**src/rtl/ws2812_stream_tx.sv**
```systemverilog
// ws2812_stream_tx
//   WS2812-family single-wire LED transmitter. Pixels arrive on a valid/ready
//   stream. Each pixel is sent MSB-first as return-to-zero code: every bit lasts
//   T_BIT cycles and is high for T1H ('1') or T0H ('0') cycles. A frame ends
//   after NUM_PIX pixels, or early when the source has no pixel ready at a pixel
//   boundary. The line is then held low for T_RESET cycles, and frame_done pulses.
// Ports
//   clk, rst_n  clock, asynchronous active-low reset
//   pix_data    pixel word, bit BITS-1 is sent first
//   pix_valid   pix_data valid
//   pix_ready   pixel accepted this cycle when pix_valid is high (combinational)
//   busy        frame in progress (sending or latch period)
//   frame_done  one-cycle pulse on the last cycle of the latch period
//   underrun    one-cycle pulse when a frame ends early for lack of data
//   dout        registered RZ line to the LEDs, idles low
module ws2812_stream_tx #(
    parameter int BITS    = 24,
    parameter int NUM_PIX = 8,
    parameter int T_BIT   = 63,
    parameter int T0H     = 21,
    parameter int T1H     = 43,
    parameter int T_RESET = 15000
) (
    input  logic            clk,
    input  logic            rst_n,
    input  logic [BITS-1:0] pix_data,
    input  logic            pix_valid,
    output logic            pix_ready,
    output logic            busy,
    output logic            frame_done,
    output logic            underrun,
    output logic            dout
);

    localparam int CW = (T_BIT > 1)   ? $clog2(T_BIT)   : 1;
    localparam int BW = (BITS > 1)    ? $clog2(BITS)    : 1;
    localparam int PW = (NUM_PIX > 1) ? $clog2(NUM_PIX) : 1;
    localparam int RW = (T_RESET > 1) ? $clog2(T_RESET) : 1;

    localparam logic [CW-1:0] CYC_LAST = CW'(T_BIT - 1);
    localparam logic [CW-1:0] T0H_C    = CW'(T0H);
    localparam logic [CW-1:0] T1H_C    = CW'(T1H);
    localparam logic [BW-1:0] BIT_LAST = BW'(BITS - 1);
    localparam logic [PW-1:0] PIX_LAST = PW'(NUM_PIX - 1);
    localparam logic [RW-1:0] LAT_LAST = RW'(T_RESET - 1);

    typedef enum logic [1:0] {IDLE, SEND, LATCH} state_t;

    state_t          state_q;
    logic [CW-1:0]   cyc_q;
    logic [BW-1:0]   bit_q;
    logic [PW-1:0]   pix_q;
    logic [RW-1:0]   lat_q;
    logic [BITS-1:0] shreg_q;
    logic            dout_q;

    logic          bit_end, pix_end, more_pix, xfer, dout_d;
    logic [CW-1:0] cyc_d, high_len;

    assign bit_end  = (state_q == SEND) && (cyc_q == CYC_LAST);
    assign pix_end  = bit_end && (bit_q == BIT_LAST);
    assign more_pix = (pix_q != PIX_LAST);

    // Gated by rst_n so every output reads 0 while reset is held.
    assign pix_ready  = rst_n && ((state_q == IDLE) || (pix_end && more_pix));
    assign xfer       = pix_valid && pix_ready;
    assign underrun   = rst_n && pix_end && more_pix && !pix_valid;
    assign frame_done = (state_q == LATCH) && (lat_q == LAT_LAST);
    assign busy       = (state_q != IDLE);
    assign dout       = dout_q;

    // dout is registered, so it is computed for the cycle about to start:
    // within a bit, the line stays high while the next cycle index is below
    // the high time of the bit currently in the MSB.
    assign cyc_d    = cyc_q + CW'(1);
    assign high_len = shreg_q[BITS-1] ? T1H_C : T0H_C;
    assign dout_d   = (cyc_d < high_len);

    always_ff @(posedge clk or negedge rst_n) begin
        if (!rst_n) begin
            state_q <= IDLE;
            cyc_q   <= '0;
            bit_q   <= '0;
            pix_q   <= '0;
            lat_q   <= '0;
            shreg_q <= '0;
            dout_q  <= 1'b0;
        end else begin
            case (state_q)
                IDLE: begin
                    if (xfer) begin
                        shreg_q <= pix_data;
                        pix_q   <= '0;
                        bit_q   <= '0;
                        cyc_q   <= '0;
                        dout_q  <= 1'b1;
                        state_q <= SEND;
                    end
                end
                SEND: begin
                    if (!bit_end) begin
                        cyc_q  <= cyc_d;
                        dout_q <= dout_d;
                    end else if (bit_q != BIT_LAST) begin
                        // Every bit starts high since T0H > 0.
                        cyc_q   <= '0;
                        bit_q   <= bit_q + BW'(1);
                        shreg_q <= shreg_q << 1;
                        dout_q  <= 1'b1;
                    end else if (xfer) begin
                        // Next pixel follows with no gap on the line.
                        shreg_q <= pix_data;
                        pix_q   <= pix_q + PW'(1);
                        bit_q   <= '0;
                        cyc_q   <= '0;
                        dout_q  <= 1'b1;
                    end else begin
                        // Frame complete or source underrun.
                        cyc_q   <= '0;
                        bit_q   <= '0;
                        lat_q   <= '0;
                        dout_q  <= 1'b0;
                        state_q <= LATCH;
                    end
                end
                LATCH: begin
                    if (lat_q == LAT_LAST) begin
                        lat_q   <= '0;
                        state_q <= IDLE;
                    end else begin
                        lat_q <= lat_q + RW'(1);
                    end
                end
                default: state_q <= IDLE;
            endcase
        end
    end

endmodule

```
**config.mk**
```make
export PLATFORM = sky130hd
export DESIGN_NAME = ws2812_stream_tx
export DESIGN_NICKNAME = d
export VERILOG_FILES = /design/src/rtl/ws2812_stream_tx.sv
export SDC_FILE = /design/constraint.sdc
export NUM_CORES = 1
export LEC_CHECK = 0
export ABC_AREA = 1
export CAP_MARGIN = 20
export CORE_MARGIN = 1
export CORE_UTILIZATION = 55
export CTS_CLUSTER_DIAMETER = 60
export DETAILED_ROUTE_END_ITERATION = 8
export HOLD_SLACK_MARGIN = 0.02
export PLACE_DENSITY = 0.88
export SYNTH_ARGS = -nofsm -noshare
export SYNTH_HDL_FRONTEND = slang
export SYNTH_SLANG_ARGS = --single-unit
```
**constraint.sdc**
```tcl
create_clock -name clk -period 1.9 [get_ports clk]
set_clock_uncertainty 0.1 [all_clocks]
set_input_delay 0.475 -clock clk [delete_from_list [all_inputs] [get_ports clk]]
set_output_delay 0.475 -clock clk [all_outputs]
set_load 0.01 [all_outputs]
```
==> impl_metrics.toml, run 1 <==
[sta]
worst_pin_slew_ns = 0.7030
setup_viol = 28
min_period_over_period_pct = 111.8
finalWorstSetupSlack_ns = -0.2240
hold_viol = 0
max_freq_mhz = 470.8
relSlewSlack_pct = 53.13
slew_violations = 0
rsz0062_at_grt = "yes"
finalSetupTns_ns = -1.072
final.min_clock_period_ns = 2.124

[synth]
ys_async_sr_fraction_pct = 100.0
synthesis.area_sq_mm = 0.003113
yosys_warnings = 0
synth_edf_count = 0
syn_inst = 410
ys_top_cells_by_area = "dfrtp_1 (44%), nand2_1 (12%), nor2_1 (7.4%)"
synth_area_leader_cell = "dfrtp_1"
syn_avg_cell_area_sq_um = 7.593
ys_ff_latch = 55
synth_top_area_share_pct = 44.21
ys_seq_area_share_pct = 44.21
synth_fp_nets = 447
synth_ff_type = "dfrtp_1"
ys_types = 28

[die]
dieArea_sq_mm = 0.005964
die_w_microns = 77.23
core_region_area_sq_mm = 0.005473
io_pins = 32
rows = 27
initial_core_util_pct = 56.88
die_height_microns = 77.23

[worst_setup_path]
cp_top_family = "simple AND/OR/NAND/NOR gates"
path_buf_inv = 2
critPathSlowestCell = "dfrtp_1"
cp.arrival_ns = 1.55
startpoint_type = "flop"
critPathKind = "flop to output port"
path_cells = "inv_2, ha_1, nand2_2, nor2_4, nand4_4, nor2_2, buf_2"
critical_path_required_ns = 1.32
critPathMaxFanout = 2
cp-end-kind = "output port"
slowest_delay_ns = 0.41

[outcome]
violations = "negative setup slack"
status = "finished, violations left"

[clock_tree]
cts_max_level = 2
cts.clk_slew.worst_paths_ns = 0.11
numCtsBuffers = 5
max-clock-path-buffers = 2
numClockSinks = 55
root_buffer = "clkbuf_8"
clock_latency_ns = 0.33
cts_tree = "built"

[pwr]
seq_power_share_pct = 42.0
comb_power_share_pct = 41.7
p_switching_mw = 1.658
leakage_nw = 2.137
p_clk_share_pct = 16.2
intPower_mw = 2.687
netSwitchingFraction_pct = 38.17
power_density_mw_per_mm2 = 1022
peakVddDrop_uv = 777.2

[final_layout]
insertedDiodeCount = 0
drive_gt1_share_pct = 25.35
stdcell_count = 573
fin_nets = 537
design_area_sq_mm = 0.004252
final_core_util_pct = 77.69
syn_to_final_growth_pct = 36.58

[placement]
gp_congestion = 0.8525
dpl.cell_count = 555
numPortBuffers = 31
hpwl_microns = 5277
dpl-instance-area_sq_mm = 0.003851
place_ws_ns = -0.3794

[global_routing]
grt_pass1_vias = 3203
grt_max_degree = 56
track_usage_pct = 29.95
antenna_found_initial = 0
grt_overflow = 0
grt_pass1_wl_microns = 14080

[route]
wire_per_inst_microns = 15.86
drcViolationCount = 0
drt_pass1_iterations = 9
vias_per_cell = 5.740
via_count = 3289
ant_nets = 0
drt_wl_total_microns = 9089
drtIter0Drc = 403

[run]
cap_viol_max_count = 0

[worst_hold_path]
hold_path_class = "input pin to async pin"
==> routing by layer <==
| metal | up-vias | part of all wire [%] | track usage (%) |
|---|---|---|---|
| met3 | 55 | 7.3 | 6.190 |
| met1 | 1528 | 38 | 34.31 |
| li1 | 1502 | - | - |
| met5 | - | 0 | 0 |
| met4 | 0 | 4.2 | 16.04 |
| met2 | 204 | 51 | 52.04 |
==> final timing paths <==
check	start	endpoint	slack, ns	depth (start not counted)
worst max-delay path	cyc_q[0]$_DFFE_PN0P_	underrun	-0.22	7
worst min-delay path	rst_n	dout$_DFFE_PN0P_	0.32	3
worst max register to register	cyc_q[0]$_DFFE_PN0P_	dout$_DFFE_PN0P_	-0.12	11
worst min register to register	lat_q[12]$_DFFE_PN0P_	lat_q[12]$_DFFE_PN0P_	0.43	2
max in group asynchronous	rst_n	shreg_q[17]$_DFFE_PN0P_	0.93	3
min in group clk	lat_q[12]$_DFFE_PN0P_	lat_q[12]$_DFFE_PN0P_	0.43	2
==> worst min-delay path: stages <==
cell   delay (ns)
buf_2        0.09
buf_4        0.11
buf_4        0.57
==> state kept, by name, indices dropped and copies added, names as in the netlist <==
| signal | cells |
|---|---|
| state_q | 2 |
| cyc_q | 6 |
| dout | 1 |
| shreg_q | 24 |
| lat_q | 14 |
| pix_q | 3 |
| bit_q | 5 |
==> kinds of logic after synthesis <==
family | after synthesis | share of synthesized area, %
and+or+nand+nor | 220 | 31.03
buffers and inverters | 70 | 9.646
DFF | 55 | 44.21
AOI/OAI and AO/OA | 49 | 9.405
adders and majority gates | 10 | 4.019
xor gates and xnor gates | 6 | 1.688
==> stage by stage <==
stage          total power, mW  hold slack (ns)
4_1_cts                  4.109           0.3383
5_1_grt                  4.628           0.3771
3_3_place_gp             3.074           0.3576
2_1_floorplan            2.661          0.07941
3_5_place_dp             3.185           0.3834
6_report                 4.345           0.3151
==> cell type report <==
class	count	area, sq um
repair buffers	97	823.3
clock inverters	3	22.52
flip-flops and latches	55	1376
multi-input cells	285	1660
clock buffers	5	68.82
inverters	56	210.2
fillers	332	1221
well taps	72	90.09
==> synth_stat cells, types with 5 or more instances <==
library cell and number:
a21oi_1 5, buf_2 6, dfrtp_1 55, ha_1 10
inv_1 56, nand2_1 98, nand3_1 27, nand4_1 10
nor2_1 61, nor3_1 8, o21ai_0 15, o22ai_1 24
xor2_1 5
==> power by group through the flow <==
stage	registers, mW	logic (mW)	clock network (mW)
2_1_floorplan	1.78	0.882	0
3_3_place_gp	1.78	1.29	0
3_5_place_dp	1.81	1.38	0
4_1_cts	1.79	1.61	0.705
5_1_grt	1.86	2.01	0.757
6_report	1.83	1.81	0.706
==> what timing repair did <==
item	CTS	global route
pin swaps	21	12
cloned	0	1
endpoints found under the setup margin	46	49
setup buffers	7	2
hold buffers	0	0
gates resized for setup	40	32
==> cells in the final DEF, fill, tap and decap left out, types with 2 or more instances in the layout <==
master and n:
dfrtp_1 55, clkdlybuf4s50_1 26, nand3b_1 2, nand2_2 3, nand3_2 5, nor2_2 6, ha_1 3, buf_6 6
nand4_1 10, o21ai_0 13, a22o_1 2, nor2_4 5, buf_2 3, a21oi_1 5, inv_6 2, nor3_1 7
buf_4 60, clkbuf_8 5, inv_1 52, nand3_1 24, nor2_1 52, o22ai_2 3, o21ai_2 2, or2_2 4
nand2_4 4, ha_4 4, nand2_1 94, ha_2 3, inv_2 4, o22ai_1 21, xor2_1 4
No activity file was read; power rests on OpenSTA's default activity.
==> inputs of run 2 (changes only) <==
--- a/config.mk
+++ b/config.mk
@@ -8,11 +8,11 @@
 export ABC_AREA = 1
 export CAP_MARGIN = 20
 export CORE_MARGIN = 1
-export CORE_UTILIZATION = 55
+export CORE_UTILIZATION = 57
 export CTS_CLUSTER_DIAMETER = 60
 export DETAILED_ROUTE_END_ITERATION = 8
 export HOLD_SLACK_MARGIN = 0.02
-export PLACE_DENSITY = 0.88
+export PLACE_DENSITY = 0.9
 export SYNTH_ARGS = -nofsm -noshare
 export SYNTH_HDL_FRONTEND = slang
 export SYNTH_SLANG_ARGS = --single-unit
==> run 2 against run 1 <==
  * The flow still finishes with violations (negative setup slack)
  * Clock-buffer cell count unchanged
  * Sequential cell count is the same
  * Total power increased by 8.4%
  * Combinational power is 15% higher
  * Critical path depth fell by 1
  * Hold slack got worse by 0.26 ns
  * Sequential power grew 5%
  * Final cell count grew 1.9%
  * Design area up 8.3%
  * Sequential share of layout area decreased by 2.5 points
  * Setup slack lost 0.17 ns
  * Largest power group is now combinational cells
==> impl_metrics.toml, run 2 (synthesis results as in run 1) <==
[worst_setup_path]
crit_path_start = "bit_q[1]$_DFFE_PN0P_"
critical_path_required_ns = 1.32
cp.arrival_ns = 1.72
critPathMaxFanout = 2
startpoint_type = "flop"
critPathKind = "flop to output port"
cp-end-kind = "output port"
timing.rr.start = "cyc_q[0]$_DFFE_PN0P_"

[run]
cap_viol_max_count = 0

[final_layout]
max_flop_register = "shreg_q"
insertedDiodeCount = 0
n_fill_cell = 210
top_regs = "shreg_q: 24 flops, lat_q: 14 flops, cyc_q: 6 flops"
layout_commonest_cell = "nand2_1"
syn_to_final_growth_pct = 47.87
final_cell_mix = "nand2_1 (88), buf_4 (62), dfrtp_1 (55), nor2_1 (53), inv_1 (52)"
seqCellArea_sq_mm = 0.001376
multi_input_area_sq_mm = 0.001818
drive_gt1_share_pct = 31.52
design_area_sq_mm = 0.004603
largest_reg_flops = 24
final_core_util_pct = 88.99
fin_nets = 550

[clock_tree]
cts.clk_slew.worst_paths_ns = 0.12
cts_tree = "built"
max-clock-path-buffers = 2
clock_latency_ns = 0.33
ctsHoldBuffers = 0
numClockSinks = 55
numCtsBuffers = 5
root_buffer = "clkbuf_8"
cts_max_level = 2

[pwr]
leakage_nw = 2.259
seq_power_share_pct = 40.8
peakVddDrop_uv = 745.9
p_clk_share_pct = 15.0
comb_power_share_pct = 44.2
intPower_mw = 2.751
power.total_mw = 4.711
power_density_mw_per_mm2 = 1023
p_switching_mw = 1.960
netSwitchingFraction_pct = 41.60

[sta]
relSlewSlack_pct = 65.16
final.min_clock_period_ns = 2.299
hold_viol = 0
finalWorstSetupSlack_ns = -0.3987
max_freq_mhz = 435.0
worst_pin_slew_ns = 0.5227
setup_viol = 51
slew_violations = 0
min_period_over_period_pct = 121.0
rsz0062_at_grt = "yes"

[global_routing]
grt_pass1_vias = 3360
grt_max_degree = 41
grt_pass1_wl_microns = 15280
grt_overflow = 0
track_usage_pct = 33.39
antenna_found_initial = 0

[route]
vias_per_cell = 6.342
drcViolationCount = 0
via_count = 3704
drtIter0Drc = 624
drt_wl_total_microns = 12810
wire_per_inst_microns = 21.93
drt_pass1_iterations = 7
ant_nets = 0

[outcome]
violations = "negative setup slack"
status = "finished, violations left"

[die]
dieArea_sq_mm = 0.005761
core_region_area_sq_mm = 0.005172
initial_core_util_pct = 60.18
die_w_microns = 75.90
io_pins = 32
die_height_microns = 75.90
rows = 26

[placement]
hpwl_microns = 5483
gp_congestion = 0.8800
numPortBuffers = 31
dpl-instance-area_sq_mm = 0.003856

[worst_hold_path]
hold_path_class = "input pin to async pin"
==> run 2: cell types whose count changed in the layout (fill, tap and decap cells not counted), moves of 5 or more <==
cell,before,now
nand2_2,3,8
buf_6,6,12
o22ai_2,3,20
nand2_1,94,88
o22ai_1,21,3
==> run 2: area by class of cell <==
type / instances / area share [%]
clock buffers: 5 / 1.495
flip-flops and latches: 55 / 29.90
multi-input cells: 285 / 39.49
inverters: 56 / 4.648
repair buffers: 110 / 22.07
clock inverters: 3 / 0.4893
well taps: 70 / 1.903
==> run 2: worst max-delay path, stage by stage (launching register included) <==
cell and delay [ns]:
dfrtp_1 0.37, ha_1 0.21, nand3_2 0.13, nor2_4 0.25
nand4_4 0.14, nor2_1 0.14, buf_2 0.15
==> run 2: per-stage QoR <==
step           setup WS (ns)  setup TNS, ns  cells  hold slack [ns]
2_1_floorplan         0.1385              0    410          0.07941
3_3_place_gp         -0.2972        -0.9752    554           0.3563
3_5_place_dp         -0.3593         -2.329    554           0.3721
4_1_cts              -0.1957        -0.5016    575          0.03804
5_1_grt              -0.4566         -10.21    584          0.02775
6_report             -0.3987         -7.073    584          0.05441
==> run 2: timing repair <==
item	CTS	global route
endpoints found under the setup margin	41	52
resized for setup	57	54
setup buffers	14	6
cloned	1	4
pin swaps	18	25
==> run 2: path summary, 6_finish.rpt <==
check,to,slack (ns),cells after the start
min in group clk,lat_q[12]$_DFFE_PN0P_,0.39,2
max reg2reg,dout$_DFFE_PN0P_,-0.37,12
min,lat_q[2]$_DFFE_PN0P_,0.05,2
max,underrun,-0.40,6
min reg2reg,lat_q[12]$_DFFE_PN0P_,0.39,2
max in group asynchronous,dout$_DFFE_PN0P_,1.05,3
==> run 2: power by group through the flow <==
stage	sequential (mW)	clock (mW)	combinational (mW)
after floorplan	1.78	0	0.882
after global placement	1.78	0	1.32
after detailed placement	1.81	0	1.42
after CTS	1.80	0.697	1.68
after global routing	1.95	0.775	2.24
final	1.92	0.705	2.08
==> run 2: routing by layer <==
metal	routed length, microns	track usage [%]
met1	4169	36.88
met4	1251	20.58
met2	6051	59.91
met3	1332	5.422
met5	0	0
